File: config.mk
export PLATFORM = sky130hd
export DESIGN_NAME = load_store_controller
export DESIGN_NICKNAME = d
export VERILOG_FILES = /design/src/rtl/load_store_controller.sv
export SDC_FILE = /design/constraint.sdc
export NUM_CORES = 1
export LEC_CHECK = 0
export BUFFER_PORTS_ARGS = -buffer_cell sky130_fd_sc_hd__buf_4
export CAP_MARGIN = 15
export CORE_MARGIN = 5
export CORE_UTILIZATION = 49
export DETAILED_ROUTE_END_ITERATION = 10
export PLACE_DENSITY = 0.84
export SLEW_MARGIN = 10
export SYNTH_ARGS = -nofsm -noshare
export SYNTH_HDL_FRONTEND = slang
export SYNTH_SLANG_ARGS = --single-unit
export TNS_END_PERCENT = 5
File: constraint.sdc
create_clock -name clk -period 1.8 [get_ports clk]
set_input_delay 0 -clock clk [delete_from_list [all_inputs] [get_ports clk]]
set_output_delay 0 -clock clk [all_outputs]
set_load 0.01 [all_outputs]
File: src/rtl/load_store_controller.sv
// rtl/load_store_controller.sv - data-memory load/store sequencer with byte-lane formatting (optional watchdog: LSU_TIMEOUT_EN)
module load_store_controller #(
    parameter int ADDR_W  = 32,
    parameter int DATA_W  = 32,
    parameter int TIMEOUT = 16
) (
    input  logic              clk,
    input  logic              rst,
    input  logic              load,
    input  logic              store,
    input  logic [2:0]        funct3,
    input  logic [ADDR_W-1:0] addr,
    input  logic [DATA_W-1:0] wdata,
    input  logic              mem_ack,
    input  logic [DATA_W-1:0] mem_rdata,
    output logic              mem_req,
    output logic              mem_we,
    output logic [3:0]        mem_be,
    output logic [ADDR_W-1:0] mem_addr,
    output logic [DATA_W-1:0] mem_wdata,
    output logic              stall,
    output logic              valid,
    output logic              load_signal_controller,
    output logic [DATA_W-1:0] rdata,
    output logic              misalign,
    output logic              err
);

    localparam logic [1:0] IDLE = 2'd0;
    localparam logic [1:0] BUSY = 2'd1;
    localparam logic [1:0] DONE = 2'd2;

    logic [1:0]        state_q, state_d;
    logic              is_load_q, is_load_d;
    logic [2:0]        funct3_q, funct3_d;
    logic [ADDR_W-1:0] addr_q, addr_d;
    logic [DATA_W-1:0] wdata_q, wdata_d;
    logic [DATA_W-1:0] rdata_q, rdata_d;
    logic              misalign_q, misalign_d;
    logic              err_q, err_d;

`ifdef LSU_TIMEOUT_EN
    localparam int CNT_W = $clog2(TIMEOUT + 1);
    logic [CNT_W-1:0] cnt_q, cnt_d;
`endif

    logic              req_in;
    logic              misaligned_in;
    logic              idle, busy, done;
    logic [DATA_W-1:0] lane;
    logic [DATA_W-1:0] ext_data;
    logic [3:0]        be_busy;
    logic [DATA_W-1:0] wdata_rep;

    assign idle = (state_q == IDLE);
    assign busy = (state_q == BUSY);
    assign done = (state_q == DONE);

    // Incoming request decode; size is funct3[1:0] (00 byte, 01 half, else word)
    always_comb begin
        req_in        = load | store;
        misaligned_in = ((funct3[1:0] == 2'b01) && addr[0]) ||
                        (funct3[1] && (addr[1:0] != 2'b00));
    end

    // Load-data lane select and sign/zero extension from the latched access
    always_comb begin
        lane = mem_rdata >> {addr_q[1:0], 3'b000};
        case (funct3_q)
            3'b000:  ext_data = {{24{lane[7]}}, lane[7:0]};
            3'b001:  ext_data = {{16{lane[15]}}, lane[15:0]};
            3'b100:  ext_data = {24'd0, lane[7:0]};
            3'b101:  ext_data = {16'd0, lane[15:0]};
            default: ext_data = mem_rdata;
        endcase
    end

    // Byte enables and store-data replication for the latched access
    always_comb begin
        case (funct3_q[1:0])
            2'b00: begin
                be_busy   = 4'b0001 << addr_q[1:0];
                wdata_rep = {4{wdata_q[7:0]}};
            end
            2'b01: begin
                be_busy   = 4'b0011 << addr_q[1:0];
                wdata_rep = {2{wdata_q[15:0]}};
            end
            default: begin
                be_busy   = 4'b1111;
                wdata_rep = wdata_q;
            end
        endcase
    end

    // Next-state logic: IDLE -> BUSY on an aligned request, BUSY -> DONE on ack (or watchdog), DONE -> IDLE
    always_comb begin
        state_d    = state_q;
        is_load_d  = is_load_q;
        funct3_d   = funct3_q;
        addr_d     = addr_q;
        wdata_d    = wdata_q;
        rdata_d    = rdata_q;
        misalign_d = 1'b0;
        err_d      = 1'b0;
`ifdef LSU_TIMEOUT_EN
        cnt_d      = cnt_q;
`endif
        case (state_q)
            IDLE: begin
                if (req_in) begin
                    if (misaligned_in) begin
                        misalign_d = 1'b1;
                    end else begin
                        state_d   = BUSY;
                        is_load_d = load;
                        funct3_d  = funct3;
                        addr_d    = addr;
                        wdata_d   = wdata;
`ifdef LSU_TIMEOUT_EN
                        cnt_d     = '0;
`endif
                    end
                end
            end
            BUSY: begin
                if (mem_ack) begin
                    state_d = DONE;
                    if (is_load_q) begin
                        rdata_d = ext_data;
                    end
`ifdef LSU_TIMEOUT_EN
                end else if (cnt_q == CNT_W'(TIMEOUT - 1)) begin
                    state_d = DONE;
                    err_d   = 1'b1;
                    if (is_load_q) begin
                        rdata_d = '0;
                    end
                end else begin
                    cnt_d = cnt_q + 1'b1;
`endif
                end
            end
            DONE: begin
                state_d = IDLE;
            end
            default: begin
                state_d = IDLE;
            end
        endcase
    end

    // State and datapath registers with synchronous reset
    always_ff @(posedge clk) begin
        if (rst) begin
            state_q    <= IDLE;
            is_load_q  <= 1'b0;
            funct3_q   <= 3'd0;
            addr_q     <= '0;
            wdata_q    <= '0;
            rdata_q    <= '0;
            misalign_q <= 1'b0;
            err_q      <= 1'b0;
`ifdef LSU_TIMEOUT_EN
            cnt_q      <= '0;
`endif
        end else begin
            state_q    <= state_d;
            is_load_q  <= is_load_d;
            funct3_q   <= funct3_d;
            addr_q     <= addr_d;
            wdata_q    <= wdata_d;
            rdata_q    <= rdata_d;
            misalign_q <= misalign_d;
            err_q      <= err_d;
`ifdef LSU_TIMEOUT_EN
            cnt_q      <= cnt_d;
`endif
        end
    end

    // Outputs: memory side is only driven while BUSY, so IDLE/DONE present all zeros
    always_comb begin
        mem_req                = busy;
        mem_we                 = busy & ~is_load_q;
        mem_be                 = busy ? be_busy : 4'd0;
        mem_addr               = busy ? {addr_q[ADDR_W-1:2], 2'b00} : '0;
        mem_wdata              = busy ? wdata_rep : '0;
        stall                  = (idle & req_in & ~misaligned_in) | busy;
        valid                  = done & is_load_q;
        load_signal_controller = (busy | done) & is_load_q;
        rdata                  = rdata_q;
        misalign               = misalign_q;
`ifdef LSU_TIMEOUT_EN
        err                    = err_q;
`else
        err                    = 1'b0;
`endif
    end

endmodule

* Yosys cells after proc, flatten, opt, wreduce, memory -nomap -nowiden *
Cells that the tools add are included.

word-level totals
  register bits after elaboration = 103
  word-level logic and storage cells = 54
  input port bits = 104
  output and inout bits = 107

cells by class
  bitwise operators = 12
  shift-type cells = 3
  mux-type cells = 11
  eq/ne operators = 10
  reductions and logical operators = 11

operators by type and width
  operator             count
  $pmux 32 s4          1
  $mux 32              2
  $pmux 32 s2          1
  $shr 32x5->16        1
  $reduce_and 3->1     3
  $pmux 4 s2           1
  $eq 2x1->1 const B   3
  $eq 3x3->1 const B   2
  $mux 2               3
  $ne 2x2->1 const B   3
  $and 1x1->1          5
  $logic_not 2->1      2
  $mux 4               1
  $not 1->1            4
  $pmux 2 s2           1
  $shl 1x2->4 const A  1
  $shl 2x2->4 const A  1
  $eq 3x1->1 const B   1
  $logic_not 3->1      1
  $or 1x1->1           3
  $reduce_or 3->1      1
  $eq 2x2->1 const B   1
  $logic_and 1x1->1    2
  $reduce_bool 2->1    1
  other kinds (2)      2

* Longest topological paths before layout *
  depth after elaboration = 6
  gate-level depth with buffers = 8
  depth with buffers taken out = 6

* Least setup slack after synthesis *
OpenSTA, ideal clock, no wires.

  path kind = register to register
  from = reg state_q[1]
  to = reg rdata_q[11] (netlist: rdata[11])
  data required time = 1.743 ns
  setup slack = 0.232 ns
  stages on the path, launching flop included = 8
  setup time = 0.057 ns
  arrival time = 1.511 ns
  path through = dfxtp_1 inv_1 ha_1 buf_4 and3_1 nand2_1 a211oi_1 a21o_1

between the ends
  cells in the longest elaborated chain, start to end = 2

ends and longest elaborated chain
  item                               line  source
  from (decl)                        33    logic [1:0] state_q, state_d;
  from (signal assigned)             168   state_q <= state_d;
  $eq 2x1->1                         n/a
  named net mem_req                  16    output logic mem_req,
  $reduce_and 3->1 (no source line)  n/a
  to (signal assigned)               173   rdata_q <= rdata_d;
  to (decl)                          38    logic [DATA_W-1:0] rdata_q, rdata_d;

The timed path passes the listed nets, and every way through them passes these cells.
A chain may end at the register's enable or synchronous reset.

* Worst setup path in the final report *
  from = reg state_q[1]
  to = out stall

between the ends
  cells in the longest elaborated chain, start to end = 4

ends and longest elaborated chain
  item                      line  source
  $logic_not 2->1           55    assign idle = (state_q == IDLE);
  $and 1x1->1 (2 in a row)  189   stall = (idle & req_in & ~misaligned_in) | busy;
  $or 1x1->1 *              189
  to (decl)                 21    output logic stall,

Mark *: on every way between the ends. The rest lies on a longest branch, timed or not.

==> reports/metrics.cfg <==
[power]
pwr-share-clk=0.255
power_switching_mw=1.82
ir_drop_uv=443
internal_power_mw=3.70
leakagePower_nw=3.45
total_power_mw=5.52
powerDensity_nw_per_um2=674
swShare=0.330
p_seq_frac=0.460
pwr-share-comb=0.285

[clock_network]
cts_max_level=3
cts_tree=done
clk_latency_ps=370
root_buffer=clkbuf_8
cts_sinks=103
clock_path_buffers=2
cts_inserted_buffers=9
clkSlewWorstSetupHoldPaths_ps=110

[floorplanning]
initial_core_util=0.496
die-area_sq_um=13100
die_w_um=115
die_y_um=115
rows=38
ios=211
fp.coreArea_sq_um=10800

[setup_path]
arrival_ps=1740
cpLargestDelayFamily=buffers and inverters
critical-path-slowest-cell=dfxtp_1
crit_required_ps=1800
reg2reg_setup_slack_ps=90
ff2ff_path_depth=6
critPathMaxStageDelay_ps=350
critical_path_class=register to primary output
timing.rr.end=rdata[14]
critPathCaptureType=primary output
reg2reg_from=state_q[1]
critPathBufInv=3
path_cells=inv_1, ha_2, o221ai_4, buf_12, nand2b_1, buf_4
crit_fanout=24
crit_path_start_kind=register

[synth]
ys_types=56
synth_seq_cells=103
seq_area_frac_synth=0.385
yosysWarnings=0
netlist_area_sq_um=5360
synth_area_leaders=dfxtp_1, nand2_1, a21oi_1
syn_area_per_cell_sq_um=7.89
async_reset_ff_frac=0
yosys.area.top_type=dfxtp_1
synthFlopType=dfxtp_1
synth.top_cell.area_share=0.385
synthTopCellsByCount=nand2_1, dfxtp_1, a21oi_1, and2_1, a21oi_2
synth-edff-count=0
syn_inst=679
yosysMostFrequentCell=nand2_1

[detailed_routing]
wl_per_cell_um=17.5
drtAntennaViolNets=0
drtIter0Drc=493
drt_first_pass_iters=5
wl_um=19400
via_per_inst=5.43
num_vias=6004
drc=0

[placement]
hpwl_um=12000
dp.cells=994
place_congestion=0.914
dp_slack_ps=146
portBuffers=207

[finish]
nets=1068
fin_cells=1106
drive_above_1_share=0.309
postLayoutCoreUtil=0.759
syn2layout_area_growth_pct=52.9

[global_routing]
grt_antenna_before_repair=0
grt_use_met2=0.504
grt_util_all_layers=0.285
top_usage_layer=met2
met3_usage=0.0677
use_met1=0.326
grt_max_degree=48
grt_pass1_vias=6084
globalRoute.totalOverflow=0
grt_pass1_wl_um=30100

[timing]
finalCritPeriodShare=0.967
rsz0062_at_grt=yes
clock_skew_ps=13.2
fmax_mhz=575
worst_slew_pin_slew_ps=585
hold_viol=0
slew_viol_final=0
fin_crit_ps=1740
tns_ps=0
fin_ws_ps=59.6
finalSetupViolations=0
slew_headroom=0.610

[status]
status=finished clean

[hold_path]
whs_endpoint=rdata[23]
hp-start=mem_rdata[23]
hp-class=input port to register
hold_path_depth=3

[flow_run]
max_cap_viol_count=0

==> power groups by stage <==
stage	Clock, mW	Sequential, mW	Combinational, mW
after global routing	1.53	2.56	1.69
after CTS	1.42	2.53	1.52
after floorplan	0	2.54	0.840
after detailed placement	0	2.59	1.32
final	1.41	2.54	1.57
after global placement	0	2.58	1.31
==> metrics by stage <==
stage	area [sq um]	hold WS (ps)
6_report	8190	28.8
3_5_place_dp	7010	254
3_3_place_gp	7010	247
2_1_floorplan	5360	136
4_1_cts	8160	17.4
5_1_grt	8190	29.8
==> placed cells by master, fill, tap and decap left out, drive strengths merged, types with 4 or more instances in the layout <==
cell and count:
nor2 18, o21ai 30, mux2i 27, clkbuf 9, a21boi 8, nand3 10, dfxtp 103, a32o 5
buf 232, nor3 4, nor2b 17, inv 9, a21oi 116, nand2b 12, nand2 170, and2 48
dlygate4sd3 94, o31ai 6
==> timing repair <==
item                                    in CTS  in global routing
endpoints found under the setup margin      17                 26
hold endpoints to repair                    97                  0
setup buffers                                1                  0
gates cloned                                 1                  0
hold buffers                                94                  0
gates resized for setup                      5                  8
==> layout make-up <==
cell class	count	area, sq um
Antenna cell	1	2.50
Clock buffer	9	124
Clock inverter	6	55.1
Fill cell	765	2610
Inverter	6	22.5
Multi-Input combinational cell	515	2980
Sequential cell	103	2070
Tap cell	140	175
Timing Repair Buffer	326	2760
==> tightest hold or removal path, stage by stage <==
cell,delay [ps]
buf_4,130
a21oi_1,110
a21oi_2,140
==> worst max-delay path by stage <==
stage          slack, ps        start  depth (start not counted)            end
3_3_place_gp         200  funct3_q[0]                          5  mem_wdata[31]
6_report              60   state_q[1]                          6          stall
3_5_place_dp         150   state_q[1]                          6      addr_q[2]
4_1_cts                4    addr_q[1]                          4      mem_be[2]
2_1_floorplan        230   state_q[1]                          7      rdata[11]
5_1_grt              -80   state_q[1]                          6          stall
==> flip-flops by register name, summed over array words and instances (netlist names) <==
signal / flops
addr_q: 32
funct3_q: 3
is_load_q: 1
misalign: 1
rdata: 32
state_q: 2
wdata_q: 32
==> metal layers <==
layer | wire length [um] | vias to the layer above
met5 | 0 | -
met4 | 737 | 0
met3 | 1680 | 68
met2 | 9730 | 325
met1 | 7210 | 2763
li1 | - | 2848
==> logic make-up after synthesis <==
| group | count (synthesis) | share of synthesized area |
|---|---|---|
| compound gates | 191 | 0.238 |
| fa+ha+maj | 3 | 0.00701 |
| buf+inv | 64 | 0.0638 |
| flops | 103 | 0.385 |
| mux | 29 | 0.0554 |
| other cells | 1 | 0.000700 |
| simple gates | 288 | 0.250 |
Note: power is estimated with default switching activity, not from simulation.
